<file path="src/rtl/adc_ltc2308_ctrl.sv">
// LTC2308 serial master: free-running convert/shift frames with a
// one-frame result pipeline, tagging each word with its channel.
module adc_ltc2308_ctrl #(
  parameter int CLK_DIV     = 2,
  parameter int CONV_CYCLES = 80,
  parameter int GAP_CYCLES  = 2
) (
  input  logic        clk,
  input  logic        reset_n,
  input  logic        en,
  input  logic [2:0]  chan,
  output logic [11:0] result,
  output logic [2:0]  result_chan,
  output logic        result_valid,
  output logic        adc_convst,
  output logic        adc_sck,
  output logic        adc_sdi,
  input  logic        adc_sdo
);

  typedef enum logic [1:0] {
    IDLE, CONV, SHIFT, GAP
  } state_t;

  state_t      state_q;
  logic [15:0] cnt_q;
  logic [7:0]  div_q;
  logic        hi_q;
  logic [3:0]  bit_q;
  logic [2:0]  cur_q;
  logic [2:0]  prev_q;
  logic        first_q;
  logic [11:0] sr_q;
  logic [11:0] res_q;
  logic [2:0]  rc_q;
  logic        vld_q;
  logic        convst_q;
  logic        sck_q;
  logic        sdi_q;

  logic [11:0] cfg_w;
  logic [3:0]  nb;
  logic        div_end;
  logic        shift_end;
  logic        gap_end;

  // Config word padded to 12 SCK periods; bits 6..11 go out as 0.
  assign cfg_w = {1'b1, cur_q[0], cur_q[2], cur_q[1],
                  1'b1, 1'b0, 6'b0};
  assign nb = bit_q + 4'd1;
  assign div_end = (div_q == 8'(CLK_DIV - 1));
  assign shift_end = (state_q == SHIFT) && div_end
                   && hi_q && (bit_q == 4'd11);
  assign gap_end =
    ((state_q == GAP) && (cnt_q == 16'(GAP_CYCLES - 1)))
    || (shift_end && (GAP_CYCLES == 0));

  always_ff @(posedge clk) begin
    if (!reset_n) begin
      state_q  <= IDLE;
      cnt_q    <= '0;
      div_q    <= '0;
      hi_q     <= 1'b0;
      bit_q    <= '0;
      cur_q    <= '0;
      prev_q   <= '0;
      first_q  <= 1'b1;
      sr_q     <= '0;
      res_q    <= '0;
      rc_q     <= '0;
      vld_q    <= 1'b0;
      convst_q <= 1'b0;
      sck_q    <= 1'b0;
      sdi_q    <= 1'b0;
    end else begin
      vld_q <= 1'b0;
      unique case (state_q)
        IDLE: begin
          if (en) begin
            state_q  <= CONV;
            cur_q    <= chan;
            convst_q <= 1'b1;
            cnt_q    <= '0;
          end
        end
        CONV: begin
          if (cnt_q == 16'(CONV_CYCLES - 1)) begin
            state_q  <= SHIFT;
            convst_q <= 1'b0;
            cnt_q    <= '0;
            div_q    <= '0;
            hi_q     <= 1'b0;
            bit_q    <= '0;
            sck_q    <= 1'b0;
            sdi_q    <= cfg_w[11];
          end else begin
            cnt_q <= cnt_q + 16'd1;
          end
        end
        SHIFT: begin
          if (!div_end) begin
            div_q <= div_q + 8'd1;
          end else begin
            div_q <= '0;
            if (!hi_q) begin
              hi_q  <= 1'b1;
              sck_q <= 1'b1;
              sr_q  <= {sr_q[10:0], adc_sdo};
            end else if (bit_q == 4'd11) begin
              // Data read now belongs to the previous frame's config.
              hi_q    <= 1'b0;
              sck_q   <= 1'b0;
              sdi_q   <= 1'b0;
              state_q <= GAP;
              cnt_q   <= '0;
              vld_q   <= !first_q;
              if (!first_q) begin
                res_q <= sr_q;
                rc_q  <= prev_q;
              end
              prev_q  <= cur_q;
              first_q <= 1'b0;
            end else begin
              hi_q  <= 1'b0;
              sck_q <= 1'b0;
              bit_q <= nb;
              sdi_q <= cfg_w[4'd11 - nb];
            end
          end
        end
        GAP: begin
          cnt_q <= cnt_q + 16'd1;
        end
        default: state_q <= IDLE;
      endcase
      if (gap_end) begin
        cnt_q <= '0;
        if (en) begin
          state_q  <= CONV;
          cur_q    <= chan;
          convst_q <= 1'b1;
        end else begin
          state_q <= IDLE;
        end
      end
    end
  end

  assign result       = res_q;
  assign result_chan  = rc_q;
  assign result_valid = vld_q;
  assign adc_convst   = convst_q;
  assign adc_sck      = sck_q;
  assign adc_sdi      = sdi_q;

endmodule
</file>
<file path="config.mk">
export PLATFORM = sky130hd
export DESIGN_NAME = adc_ltc2308_ctrl
export DESIGN_NICKNAME = d
export VERILOG_FILES = /design/src/rtl/adc_ltc2308_ctrl.sv
export SDC_FILE = /design/constraint.sdc
export NUM_CORES = 1
export LEC_CHECK = 0
export CAP_MARGIN = 20
export CORE_AREA = 8 8 92 94
export DETAILED_ROUTE_END_ITERATION = 16
export DIE_AREA = 0 0 100 102
export GPL_ROUTABILITY_DRIVEN = 0
export HOLD_SLACK_MARGIN = 0.06
export PLACE_DENSITY = 0.68
export SLEW_MARGIN = 20
export SYNTH_ARGS = -nofsm -noshare
export SYNTH_HDL_FRONTEND = slang
export SYNTH_SLANG_ARGS = --single-unit
</file>
<file path="constraint.sdc">
create_clock -name clk -period 2.1 [get_ports clk]
set_input_delay 0.42 -clock clk [delete_from_list [all_inputs] [get_ports clk]]
set_output_delay 0.42 -clock clk [all_outputs]
set_load 0.05 [all_outputs]
</file>
==> results.ini <==
[global_route]
total_global_routing_track_utilization=0.1424
antenna_found_initial=0
first_global_vias=2667
grt_overflow=0
pin_count_of_the_biggest_net_entering_global_routing=21
first_pass_grt_wire_length_um=11810

[placed_design]
dpl.hpwl_um=4727
placement.cell_area_mm2=0.003767
place.detailed.instances=496
detailedPlace.worstSlack_ns=-0.05050
placement.io_buffers=25

[synth]
number_of_warnings_issued_by_yosys=0
synth_seq_area_share=0.4207
synthFlopType=sky130_fd_sc_hd__dfxtp_1
synth_seq_cells=68
synth_simple_gate_area_frac=0.2506
synth_enable_flop_cells=0
post_synth_xor_area_fraction=0.05684
dominant_combinational_cell_family_by_area_after_synthesis=simple AND/OR/NAND/NOR gates
synth_area_mm2=0.003236
syn-mean-instance-area_um2=9.063
synth_nets=375
synthDistinctLibCells=56
asyncSetResetFlopFracSynth=0
muxShareOfSynthArea=0.06883
synthAdderAreaFrac=0.04254
synth_compound_gate_area_share=0.1234
postSynthCellCount=357

[pwr]
ir_worst_vdd_mv=0.4056
leakage_uw=0.001615
power.density_mw_per_mm2=941.2
switchingPower_uw=1316
power_frac_clock=0.295
power.sequential.fraction=0.377
p_sw_frac=0.3453
combPwrFrac=0.329
p_int_uw=2496

[job]
cap_violations=0

[floorplan]
die_height_um=102
floorplan_core_area_mm2=0.007059
ios=26
initial_utilization=0.4583
dieWidth_um=100
rows=31
fp.dieArea_mm2=0.01020

[setup_path]
timing.reg2reg.setup_slack_ns=-0.02
cp_cell_sequence=inv_2 > ha_4 > or4b_4 > o31ai_4 > nand2_2 > o311ai_4 > buf_12 > a311oi_1
critical-path-slowest-cell=sky130_fd_sc_hd__or4b_4
critical_path_peak_fanout=16
r2r-end=cnt_q[1]$_SDFFE_PP0P_
cp.required_ns=2.32
critical_path.max_stage_delay_ns=0.48
worstPathArrival_ns=2.34
crit_family=compound AO/OA/AOI/OAI gates
critPathLaunchType=flop
reg2regPathDepth=8
setup.worst_path.class=reg2reg
crit_path_end_kind=flop
crit_reg_reg_startpoint=div_q[1]$_SDFFE_PN0P_
cp_num_buf_inv=2

[routing]
detailedRoute.firstPassIterationCount=4
detail_route.wl_per_cell_um=13.30
routed_via_density=5.204
number_of_violations_reported_at_the_end_of_detailed_routing_iteration_0=125
routed_wl_um=6850
total_vias_in_the_final_route=2680
drt_drc_violations_left=0
ant_nets=0

[clocking]
cts_hold_buf=0
worstSkewPairLatency_ns=0.35
cts_sinks=68
cts_tree=yes
h-tree-depth=3
clk_root_buffer_cell=sky130_fd_sc_hd__clkbuf_8
clock_tree.buffer_depth=2
cts.reportedPaths.clkPinSlew_ns=0.08
cts_buf_count=9

[sta]
finalCriticalPeriod_ns=2.120
holdWs_ns=0.4569
skew_ns=0.01347
worst-slew-pin-transition_ns=0.7004
final_max_slew_viol_count=0
final_setup_fails=18
max_freq_mhz=471.6
fin_ws_ns=-0.02038
grt_setup_unrepaired=true
timing.final.crit_share=1.010
max_slew_margin=0.5282
hold_viol_final=0

[status]
outcome=finished, violations left
violations=setup timing

[worst_hold_path]
whs_path_depth=2
end_point_of_the_most_critical_hold_path=result[0]$_SDFFE_PN0P_
timing.hold.worst.class=reg2reg
holdCritStartpoint=result[0]$_SDFFE_PN0P_

[finish]
final_cell_area_mm2=0.004050
nets=429
post-route-util=0.5737
flow.area_growth_from_synthesis_pct=25.17
n_fill_cell=638
count_of_inserted_antenna_diode_cells=0
fraction_of_final_layout_cells_sized_beyond_drive_strength_1=0.2019
final-instance-count-excl-fill=515

-- cell type report --
cell class                 count  area [um^2]  area share
clock buffer                   9        123.9     0.03058
timing repair buffer          57        506.7      0.1251
clock inverter                 7        82.58     0.02039
multi-input combinational    265         1812      0.4473
inverter                      10        37.54    0.009268
tap                           99        123.9     0.03058
sequential                    68         1364      0.3367
-- placed cells by master (no fill, tap or decap), drive strengths merged, types with 2 or more instances in the layout --
cell type      count
a2111oi            2
a211oi             2
a21oi             23
a31oi              4
a41o               2
and2               5
and3               7
and4               5
buf               32
clkbuf             9
clkdlybuf4s50     25
clkinvlp           2
dfxtp             68
ha                11
inv               14
mux2               2
mux2i             20
nand2             50
nand3             13
nand3b             2
nand4             13
nand4b             3
nor2              42
nor2b              3
nor3               5
nor4               3
o211ai             3
o21ai              5
o31ai              2
or2                2
or4b               3
xnor2              2
xor2              19
-- flip-flops by register name (all words and copies together), names as in the netlist, 2 cells and up, named ones only --
| name | count |
|---|---|
| bit_q | 4 |
| cnt_q | 16 |
| div_q | 8 |
| prev_q | 3 |
| result | 12 |
| result_chan | 3 |
| sr_q | 12 |
| state_q | 2 |
-- cell usage after synthesis (2+ instances only) --
cell type / n / area, um^2
sky130_fd_sc_hd__nand3b_1: 2 / 15.01
sky130_fd_sc_hd__buf_2: 3 / 15.01
sky130_fd_sc_hd__o21ai_0: 5 / 25.02
sky130_fd_sc_hd__nor4_1: 3 / 18.77
sky130_fd_sc_hd__nor2_1: 39 / 146.4
sky130_fd_sc_hd__mux2i_1: 20 / 200.2
sky130_fd_sc_hd__nand2_1: 50 / 187.7
sky130_fd_sc_hd__nor3_1: 5 / 25.02
sky130_fd_sc_hd__nor2b_1: 3 / 18.77
sky130_fd_sc_hd__xnor2_1: 2 / 17.52
sky130_fd_sc_hd__a21oi_1: 13 / 65.06
sky130_fd_sc_hd__a21oi_2: 10 / 87.58
sky130_fd_sc_hd__or2_2: 2 / 12.51
sky130_fd_sc_hd__a31oi_1: 4 / 25.02
sky130_fd_sc_hd__nand3_1: 13 / 65.06
sky130_fd_sc_hd__dfxtp_1: 68 / 1361
sky130_fd_sc_hd__nand4_1: 13 / 81.33
sky130_fd_sc_hd__clkbuf_1: 9 / 33.78
sky130_fd_sc_hd__inv_1: 10 / 37.54
sky130_fd_sc_hd__mux2_2: 2 / 22.52
sky130_fd_sc_hd__nand4b_1: 3 / 26.28
sky130_fd_sc_hd__and2_1: 5 / 31.28
sky130_fd_sc_hd__and4_1: 4 / 35.03
sky130_fd_sc_hd__ha_1: 11 / 137.6
sky130_fd_sc_hd__and3_1: 6 / 37.54
sky130_fd_sc_hd__o211ai_1: 3 / 22.52
sky130_fd_sc_hd__xor2_1: 19 / 166.4
sky130_fd_sc_hd__a211oi_1: 2 / 15.01
-- per-layer routing --
metal  share of wire  GRT usage
met5               0          0
met2            0.49     0.2432
met3           0.039    0.04292
met1            0.46     0.1651
met4           0.010    0.05116
-- what timing repair did --
item                                   in CTS  in global routing
gates cloned                                1                  0
endpoints found under the hold margin       0                  0
pin swaps                                   1                  9
resized for setup                           1                 11
setup endpoints to repair                  18                 41
buffers inserted                            0                  2
-- cells by family after synthesis --
group           Yosys count
xor+xnor                 21
buf+inv                  25
simple gates            159
flops                    68
fa+ha+maj                11
mux                      22
compound gates           51
-- through the flow --
step	total power (uW)	setup TNS, ns
detailed placement	2609	-0.4620
floorplan	2222	0
global route	4037	-1.095
finish	3812	-0.1257
CTS	3735	-0.0009530
global placement	2602	-1.552
-- worst min-delay path: stages (launching register included) --
cell	delay, ns
sky130_fd_sc_hd__dfxtp_1	0.31
sky130_fd_sc_hd__nand2_1	0.05
sky130_fd_sc_hd__a21oi_1	0.05
-- power groups by stage --
stage          sequential [uW]  combinational, uW  clock (uW)
6_report                  1440               1250        1120
5_1_grt                   1450               1360        1230
4_1_cts                   1430               1160        1150
3_5_place_dp              1460               1150           0
3_3_place_gp              1460               1150           0
2_1_floorplan             1490                730           0
-- worst max path at each step --
| stage | start | slack (ns) | to | cells after the start |
|---|---|---|---|---|
| 2_1_floorplan | div_q[1]$_SDFFE_PN0P_ | 0.003 | result[1]$_SDFFE_PN0P_ | 9 |
| 3_3_place_gp | en | -0.12 | cnt_q[1]$_SDFFE_PP0P_ | 7 |
| 3_5_place_dp | div_q[1]$_SDFFE_PN0P_ | -0.05 | result[9]$_SDFFE_PN0P_ | 7 |
| 4_1_cts | div_q[1]$_SDFFE_PN0P_ | -0.001 | bit_q[0]$_SDFFE_PN0P_ | 7 |
| 5_1_grt | div_q[1]$_SDFFE_PN0P_ | -0.07 | cnt_q[10]$_SDFFE_PP0P_ | 8 |
| 6_report | div_q[1]$_SDFFE_PN0P_ | -0.02 | cnt_q[1]$_SDFFE_PP0P_ | 8 |
Power figures use the tool's default switching activity.
